===== config.mk =====
export PLATFORM = sky130hd
export DESIGN_NAME = dmem_arbiter_flat
export DESIGN_NICKNAME = d
export VERILOG_FILES = /design/src/rtl/dmem_arbiter_pkg.sv /design/src/rtl/dmem_arbiter_if.sv /design/src/rtl/dmem_arbiter_pick.sv /design/src/rtl/dmem_arbiter.sv /design/src/flat_wrapper.sv
export SDC_FILE = /design/constraint.sdc
export NUM_CORES = 1
export LEC_CHECK = 0
export ABC_CLOCK_PERIOD_IN_PS = 1540
export CAP_MARGIN = 20
export CORE_AREA = 2 2 118 120
export DETAILED_ROUTE_END_ITERATION = 10
export DIE_AREA = 0 0 120 122
export MAX_ROUTING_LAYER = met4
export PLACE_DENSITY = 0.76
export SYNTH_ARGS = -nofsm -noshare
export SYNTH_HDL_FRONTEND = slang
export SYNTH_SLANG_ARGS = --single-unit

===== constraint.sdc =====
create_clock -name clk -period 1.54 [get_ports clk]
set_input_delay 0.231 -clock clk [delete_from_list [all_inputs] [get_ports clk]]
set_output_delay 0.231 -clock clk [all_outputs]
set_load 0.02 [all_outputs]

===== src/rtl/dmem_arbiter_pkg.sv =====
// dmem_arbiter_pkg: shared owner-state type and address constants for the data-memory arbiter.
package dmem_arbiter_pkg;
    typedef enum logic [1:0] {FREE, OWN0, OWN1} own_t;
    localparam logic [31:0] PARK_ADDR  = 32'h0;
    localparam logic [1:0]  ALIGN_MASK = 2'b11;
endpackage


===== src/rtl/dmem_arbiter_if.sv =====
// dmem_arbiter_if: request/response signals of both ports plus the single memory bus.
interface dmem_arbiter_if #(
    parameter int AW = 32,
    parameter int DW = 32
);
    logic          req0, req1, we0, we1, lock0, lock1;
    logic [AW-1:0] addr0, addr1;
    logic [DW-1:0] wdata0, wdata1;
    logic          gnt0, gnt1, rvalid0, rvalid1, err0, err1;
    logic [DW-1:0] rdata0, rdata1;
    logic          mem_rd, mem_wr, mem_accessable;
    logic [AW-1:0] mem_addr;
    logic [DW-1:0] mem_wdata, mem_rdata;
    modport master (
        output req0, req1, we0, we1, lock0, lock1, addr0, addr1, wdata0, wdata1, mem_rdata, mem_accessable,
        input  gnt0, gnt1, rvalid0, rvalid1, err0, err1, rdata0, rdata1, mem_rd, mem_wr, mem_addr, mem_wdata
    );
    modport slave (
        input  req0, req1, we0, we1, lock0, lock1, addr0, addr1, wdata0, wdata1, mem_rdata, mem_accessable,
        output gnt0, gnt1, rvalid0, rvalid1, err0, err1, rdata0, rdata1, mem_rd, mem_wr, mem_addr, mem_wdata
    );
endinterface


===== src/rtl/dmem_arbiter_pick.sv =====
// dmem_arb_pick: combinational one-hot winner selection from owner state and requests.
// DMEM_ARB_RR_EN adds the round-robin pointer input; otherwise port 0 wins ties in FREE.
module dmem_arb_pick
    import dmem_arbiter_pkg::*;
(
    input  own_t       i_state,
`ifdef DMEM_ARB_RR_EN
    input  logic       i_ptr,
`endif
    input  logic       i_req0,
    input  logic       i_req1,
    output logic [1:0] o_gnt
);
    logic w_first1;
`ifdef DMEM_ARB_RR_EN
    assign w_first1 = i_ptr & i_req1;
`else
    assign w_first1 = 1'b0;
`endif
    always_comb
        o_gnt = (i_state == OWN0) ? {1'b0, i_req0} :
                (i_state == OWN1) ? {i_req1, 1'b0} :
                w_first1          ? 2'b10 :
                i_req0            ? 2'b01 : {i_req1, 1'b0};
endmodule


===== src/rtl/dmem_arbiter.sv =====
// dmem_arbiter: two-port data-memory arbiter, grant -> issue -> respond pipeline with lock ownership.
// Define DMEM_ARB_RR_EN for round-robin in FREE; default build uses fixed port-0 priority.
module dmem_arbiter #(
    parameter int AW = 32,
    parameter int DW = 32
) (
    input logic           clk,
    input logic           reset,
    dmem_arbiter_if.slave io_bus
);
    import dmem_arbiter_pkg::*;
    own_t          r_state, w_next;
    logic [1:0]    w_pick, w_gnt, r_rv;
    logic          r_iv, r_ip, r_iwe, r_err;
    logic [AW-1:0] r_iaddr;
    logic [DW-1:0] r_iwdata, r_rdata;
    logic          w_mis, w_iss, w_err;
`ifdef DMEM_ARB_RR_EN
    logic r_ptr;
    always_ff @(posedge clk)
        if (reset) r_ptr <= 1'b0;
        else if (|w_gnt) r_ptr <= w_gnt[0];
`endif
    dmem_arb_pick u_pick (
        .i_state(r_state),
`ifdef DMEM_ARB_RR_EN
        .i_ptr  (r_ptr),
`endif
        .i_req0 (io_bus.req0),
        .i_req1 (io_bus.req1),
        .o_gnt  (w_pick)
    );
    always_ff @(posedge clk)
        r_state <= reset ? FREE : w_next;
    // Any cycle without a grant releases ownership: OWNp always grants p while reqp is high.
    always_comb
        w_next = w_gnt[0] ? (io_bus.lock0 ? OWN0 : FREE) :
                 w_gnt[1] ? (io_bus.lock1 ? OWN1 : FREE) : FREE;
    always_comb begin
        w_gnt       = reset ? 2'b00 : w_pick;
        io_bus.gnt0 = w_gnt[0];
        io_bus.gnt1 = w_gnt[1];
    end
    always_ff @(posedge clk)
        if (reset) begin
            r_iv     <= 1'b0;
            r_ip     <= 1'b0;
            r_iwe    <= 1'b0;
            r_iaddr  <= '0;
            r_iwdata <= '0;
        end else begin
            r_iv     <= |w_gnt;
            r_ip     <= w_gnt[1];
            r_iwe    <= w_gnt[1] ? io_bus.we1 : io_bus.we0;
            r_iaddr  <= w_gnt[1] ? io_bus.addr1 : io_bus.addr0;
            r_iwdata <= w_gnt[1] ? io_bus.wdata1 : io_bus.wdata0;
        end
    assign w_mis = |(r_iaddr[1:0] & ALIGN_MASK);
    assign w_iss = r_iv & ~w_mis;
    assign w_err = w_mis | ~io_bus.mem_accessable;
    assign io_bus.mem_rd    = w_iss & ~r_iwe;
    assign io_bus.mem_wr    = w_iss & r_iwe;
    assign io_bus.mem_addr  = w_iss ? r_iaddr : AW'(PARK_ADDR);
    assign io_bus.mem_wdata = (w_iss & r_iwe) ? r_iwdata : '0;
    always_ff @(posedge clk)
        if (reset) begin
            r_rv    <= 2'b00;
            r_err   <= 1'b0;
            r_rdata <= '0;
        end else begin
            r_rv    <= {r_iv & r_ip, r_iv & ~r_ip};
            r_err   <= w_err;
            r_rdata <= (w_err | r_iwe) ? '0 : io_bus.mem_rdata;
        end
    assign io_bus.rvalid0 = r_rv[0];
    assign io_bus.rvalid1 = r_rv[1];
    assign io_bus.rdata0  = r_rv[0] ? r_rdata : '0;
    assign io_bus.rdata1  = r_rv[1] ? r_rdata : '0;
    assign io_bus.err0    = r_rv[0] & r_err;
    assign io_bus.err1    = r_rv[1] & r_err;
endmodule


===== src/flat_wrapper.sv =====
// flat-port wrapper written by rule: the top's interface ports become plain ports
module dmem_arbiter_flat import dmem_arbiter_pkg::*;
#(
    parameter int AW = 32,
    parameter int DW = 32
)
  (clk, reset, io_bus_req0, io_bus_req1, io_bus_we0, io_bus_we1, io_bus_lock0, io_bus_lock1, io_bus_addr0, io_bus_addr1, io_bus_wdata0, io_bus_wdata1, io_bus_mem_rdata, io_bus_mem_accessable, io_bus_gnt0, io_bus_gnt1, io_bus_rvalid0, io_bus_rvalid1, io_bus_err0, io_bus_err1, io_bus_rdata0, io_bus_rdata1, io_bus_mem_rd, io_bus_mem_wr, io_bus_mem_addr, io_bus_mem_wdata);
  dmem_arbiter_if #(.AW(AW), .DW(DW)) io_bus_i ();
  input logic clk;
  input logic reset;
  input wire logic [$bits(io_bus_i.req0)-1:0] io_bus_req0;
  input wire logic [$bits(io_bus_i.req1)-1:0] io_bus_req1;
  input wire logic [$bits(io_bus_i.we0)-1:0] io_bus_we0;
  input wire logic [$bits(io_bus_i.we1)-1:0] io_bus_we1;
  input wire logic [$bits(io_bus_i.lock0)-1:0] io_bus_lock0;
  input wire logic [$bits(io_bus_i.lock1)-1:0] io_bus_lock1;
  input wire logic [$bits(io_bus_i.addr0)-1:0] io_bus_addr0;
  input wire logic [$bits(io_bus_i.addr1)-1:0] io_bus_addr1;
  input wire logic [$bits(io_bus_i.wdata0)-1:0] io_bus_wdata0;
  input wire logic [$bits(io_bus_i.wdata1)-1:0] io_bus_wdata1;
  input wire logic [$bits(io_bus_i.mem_rdata)-1:0] io_bus_mem_rdata;
  input wire logic [$bits(io_bus_i.mem_accessable)-1:0] io_bus_mem_accessable;
  output wire logic [$bits(io_bus_i.gnt0)-1:0] io_bus_gnt0;
  output wire logic [$bits(io_bus_i.gnt1)-1:0] io_bus_gnt1;
  output wire logic [$bits(io_bus_i.rvalid0)-1:0] io_bus_rvalid0;
  output wire logic [$bits(io_bus_i.rvalid1)-1:0] io_bus_rvalid1;
  output wire logic [$bits(io_bus_i.err0)-1:0] io_bus_err0;
  output wire logic [$bits(io_bus_i.err1)-1:0] io_bus_err1;
  output wire logic [$bits(io_bus_i.rdata0)-1:0] io_bus_rdata0;
  output wire logic [$bits(io_bus_i.rdata1)-1:0] io_bus_rdata1;
  output wire logic [$bits(io_bus_i.mem_rd)-1:0] io_bus_mem_rd;
  output wire logic [$bits(io_bus_i.mem_wr)-1:0] io_bus_mem_wr;
  output wire logic [$bits(io_bus_i.mem_addr)-1:0] io_bus_mem_addr;
  output wire logic [$bits(io_bus_i.mem_wdata)-1:0] io_bus_mem_wdata;
  assign io_bus_i.req0 = io_bus_req0;
  assign io_bus_i.req1 = io_bus_req1;
  assign io_bus_i.we0 = io_bus_we0;
  assign io_bus_i.we1 = io_bus_we1;
  assign io_bus_i.lock0 = io_bus_lock0;
  assign io_bus_i.lock1 = io_bus_lock1;
  assign io_bus_i.addr0 = io_bus_addr0;
  assign io_bus_i.addr1 = io_bus_addr1;
  assign io_bus_i.wdata0 = io_bus_wdata0;
  assign io_bus_i.wdata1 = io_bus_wdata1;
  assign io_bus_i.mem_rdata = io_bus_mem_rdata;
  assign io_bus_i.mem_accessable = io_bus_mem_accessable;
  assign io_bus_gnt0 = io_bus_i.gnt0;
  assign io_bus_gnt1 = io_bus_i.gnt1;
  assign io_bus_rvalid0 = io_bus_i.rvalid0;
  assign io_bus_rvalid1 = io_bus_i.rvalid1;
  assign io_bus_err0 = io_bus_i.err0;
  assign io_bus_err1 = io_bus_i.err1;
  assign io_bus_rdata0 = io_bus_i.rdata0;
  assign io_bus_rdata1 = io_bus_i.rdata1;
  assign io_bus_mem_rd = io_bus_i.mem_rd;
  assign io_bus_mem_wr = io_bus_i.mem_wr;
  assign io_bus_mem_addr = io_bus_i.mem_addr;
  assign io_bus_mem_wdata = io_bus_i.mem_wdata;
  dmem_arbiter #(.AW(AW), .DW(DW)) u_core (.clk(clk), .reset(reset), .io_bus(io_bus_i));
endmodule

==> results <==
## cells in the final DEF (no fill, tap or decap), types with 7 or more instances in the layout
cell | synthesis | layout
clkdlybuf4s50_1 | 0 | 166
clkbuf_2 | 0 | 7
buf_2 | 9 | 53
and3_4 | 0 | 46
o22a_1 | 66 | 65
buf_4 | 6 | 22
buf_12 | 0 | 9
clkbuf_16 | 0 | 13
dfxtp_1 | 104 | 99
and3_1 | 64 | 18
and2_1 | 100 | 95
nor2b_1 | 67 | 65
buf_6 | 0 | 70
## final cells by class
class	count	area, um2	share of cell area, %
Clock buffer	12	256.5	3.057
Tap cell	180	225.2	2.684
Inverter	2	7.507	0.08947
Multi-Input combinational cell	313	2417	28.81
Timing Repair Buffer	340	3371	40.17
Sequential cell	104	2096	24.98
Clock inverter	3	17.52	0.2088
## layer usage
layer	GRT usage, %	share of wire (%)	vias to the layer above
li1	-	-	2190
met1	22.15	38	2167
met2	38.46	51	240
met3	5.665	7.8	39
met4	9.485	2.6	0
met5	-	0	-
## logic make-up (layout without fill, tap and decap cells)
family | after synthesis | count (layout)
simple gates | 240 | 240
flops | 104 | 104
compound gates | 71 | 71
buf+inv | 47 | 357
other cells | 1 | 2
## cell usage after synthesis
master / count
a2111oi_0: 1
a2111oi_4: 1
a21oi_1: 1
a221oi_1: 1
and2_1: 100
and3_1: 64
and3b_1: 1
buf_2: 9
buf_4: 6
clkbuf_1: 30
conb_1: 1
dfxtp_1: 104
inv_1: 2
nand2b_1: 2
nor2_1: 4
nor2b_1: 67
nor3b_1: 2
o21ai_0: 1
o22a_1: 66
## power by group through the flow
stage	clock network (mW)	logic [mW]	registers, mW
after floorplan	0	0.478	2.97
after global placement	0	1.15	2.98
after detailed placement	0	1.18	2.98
after CTS	2.21	1.28	2.93
after global routing	2.31	1.49	2.95
final	2.13	1.40	2.94
## registers in the layout, summed over array words and instances (netlist names)
| register | cells |
|---|---|
| u_core.r_iwdata | 32 |
| u_core.r_iaddr | 32 |
| u_core.r_ip | 1 |
| u_core.r_err | 1 |
| u_core.r_rdata | 32 |
| u_core.r_iv | 1 |
| u_core.r_rv | 2 |
| u_core.r_iwe | 1 |
| u_core.r_state | 2 |
## repair_timing
item                                    in CTS  in global routing
setup buffers                                4                  4
cloned                                       5                  6
resized for setup                          622                124
endpoints found under the setup margin     200                162
pin swaps                                   11                 13
## worst paths after layout
check / to / slack (ns) / depth (start not counted)
worst max-delay path: io_bus_mem_wdata[18] / -0.20 / 6
worst min-delay path: u_core.r_rv[0] / 0.43 / 1
worst max register to register: u_core.r_iwdata[16] / 0.07 / 5
worst min register to register: u_core.r_rv[0] / 0.43 / 1
## worst register-to-register path, cell delays in order (launching register included)
cell and delay, ns:
dfxtp_4 0.36, nand2b_4 0.06, a2111oi_4 0.44, buf_4 0.24, buf_12 0.16, o22a_1 0.16
## metrics by stage
stage | setup slack, ns | hold slack, ns
2_1_floorplan | 0.01299 | 0.3229
3_3_place_gp | -0.6668 | 0.3979
3_5_place_dp | -0.7088 | 0.4210
4_1_cts | -0.2415 | 0.4095
5_1_grt | -0.2420 | 0.4341
6_report | -0.1968 | 0.4262
==> run_results.csv <==
group,metric,value,unit
placement,gp_congestion,0.7981,
grt,grt_antenna_before_repair,0,
critical_path,path_delay_family,"simple AND/OR/NAND/NOR gates",
floorplan,start_util,32.77,%
cells_and_area,fin_area,8391,um2
grt,grt_max_degree,73,
critical_path,cp.required,1.31,ns
detailed_routing,drc_errors,0,
sta,min_period,1.737,ns
cells_and_area,layout-drive-gt1-share,32.04,%
sta,final.setup.tns,-7.217,ns
floorplan,core,13500,um2
detailed_routing,vias,4636,
grt,grt_first_pass_wirelength,23.66,mm
placement,io_buffers,302,
clock_tree,clk_latency,0.34,ns
floorplan,fp.dieH,122,um
detailed_routing,drtIter0Drc,188,
logic_synthesis,synth_cell_types,19,
clock_tree,root_buffer,"clkbuf_16",
sta,hold_violations,0,
logic_synthesis,synth_fa_ha_area_share,0,%
clock_tree,cts_buffer_depth,2,
logic_synthesis,synth_top_family_by_area,"simple AND/OR/NAND/NOR gates",
grt,grtUsageTotal,21.48,%
logic_synthesis,syn-instance-count,463,
detailed_routing,avgViaCountPerCell,4.860,
floorplan,row_count,43,
cells_and_area,utilization,62.13,%
logic_synthesis,syn_avg_cell_area,9.558,um2
critical_path,slowest_delay,0.33,ns
sta,worst_slack,-0.1968,ns
sta,drv_slew,0,
worst_hold_path,hp-start,"u_core.r_ip",
detailed_routing,drtAntennaViolNets,0,
logic_synthesis,synth-seq-cells,104,
critical_path,critPathLaunchType,"register",
power_and_ir_drop,power_density,771.5,nW/um2
cells_and_area,fill_cells,1130,
grt,gr-total-overflow,0,
sta,max_freq,0.5758,GHz
clock_tree,cts_hold_buf,0,
sta,clock_skew,0.003690,ns
cells_and_area,antenna_cells,0,
logic_synthesis,ys_seq_area_share,47.05,%
logic_synthesis,synth.cell_area,4425,um2
critical_path,crit-reg2reg-launch,"u_core.r_state[1]",
flow_run,maxCapViolCount,0,
detailed_routing,dr.pass1.iters,4,
power_and_ir_drop,irDropWorstVdd,0.4326,mV
critical_path,crit_type,"reg2out",
critical_path,critPathMaxFanout,9,
status,outcome,"complete, but fails checks",
placement,placed_cells,921,
critical_path,critPathBufInv,3,
power_and_ir_drop,total_power,6.473,mW
power_and_ir_drop,intPower,4.904,mW
critical_path,slowest_stage,"dfxtp_2",
logic_synthesis,synthMuxAreaShare,0,%
sta,rsz0062_at_grt,"true",
clock_tree,numCtsBuffers,9,
power_and_ir_drop,p_sw,1.569,mW
power_and_ir_drop,p_sw_share,24.24,%
logic_synthesis,synthSimpleGateAreaFrac,33.81,%
cells_and_area,final_net_count,939,
critical_path,critical_path.most_common_cell,"buf_6",
power_and_ir_drop,combPwrFrac,21.6,%
critical_path,setup.worst_path.start,"u_core.r_iaddr[1]",
clock_tree,cts_sinks,104,
floorplan,ios,305,
logic_synthesis,synthTopCellsByArea,"dfxtp_1 (47%), and2_1 (14%), o22a_1 (13%), nor2b_1 (9.5%), and3_1 (9.0%)",
logic_synthesis,synth_compound_area_share,14.31,%
grt,grt_pass1_vias,4656,
logic_synthesis,yosys_warnings,0,
floorplan,die_w,120,um
logic_synthesis,synth_xor_area_share,0,%
detailed_routing,wirelength,17.05,mm
logic_synthesis,yosysTopAreaCell,"dfxtp_1",
worst_hold_path,min_path_type,"reg2reg",
floorplan,dieArea,14640,um2
critical_path,end_kind,"output port",
detailed_routing,wl_per_cell,17.87,um
cells_and_area,syn_to_final_growth,89.60,%
power_and_ir_drop,seq_power_share,45.4,%
clock_tree,cts_tree,"done",
logic_synthesis,synth_top_area_share,47.05,%
critical_path,arrival,1.51,ns
clock_tree,clkSlewWorstSetupHoldPaths,0.06,ns
sta,final.period_utilization,112.8,%
placement,placed_area,7711,um2
critical_path,crit_chain,"nor2_4 -> and2_4 -> buf_6 -> buf_12 -> and3_1 -> buf_6",
clock_tree,htree_levels,3,
placement,place_hpwl,11.06,mm
cells_and_area,final_cell_count_no_fill,954,
power_and_ir_drop,power_leakage,3.740,nW
power_and_ir_drop,pwr-share-clk,33.0,%
status,violations,"setup timing",
sta,setup_viol,65,
No activity file was read; power rests on OpenSTA's default activity.
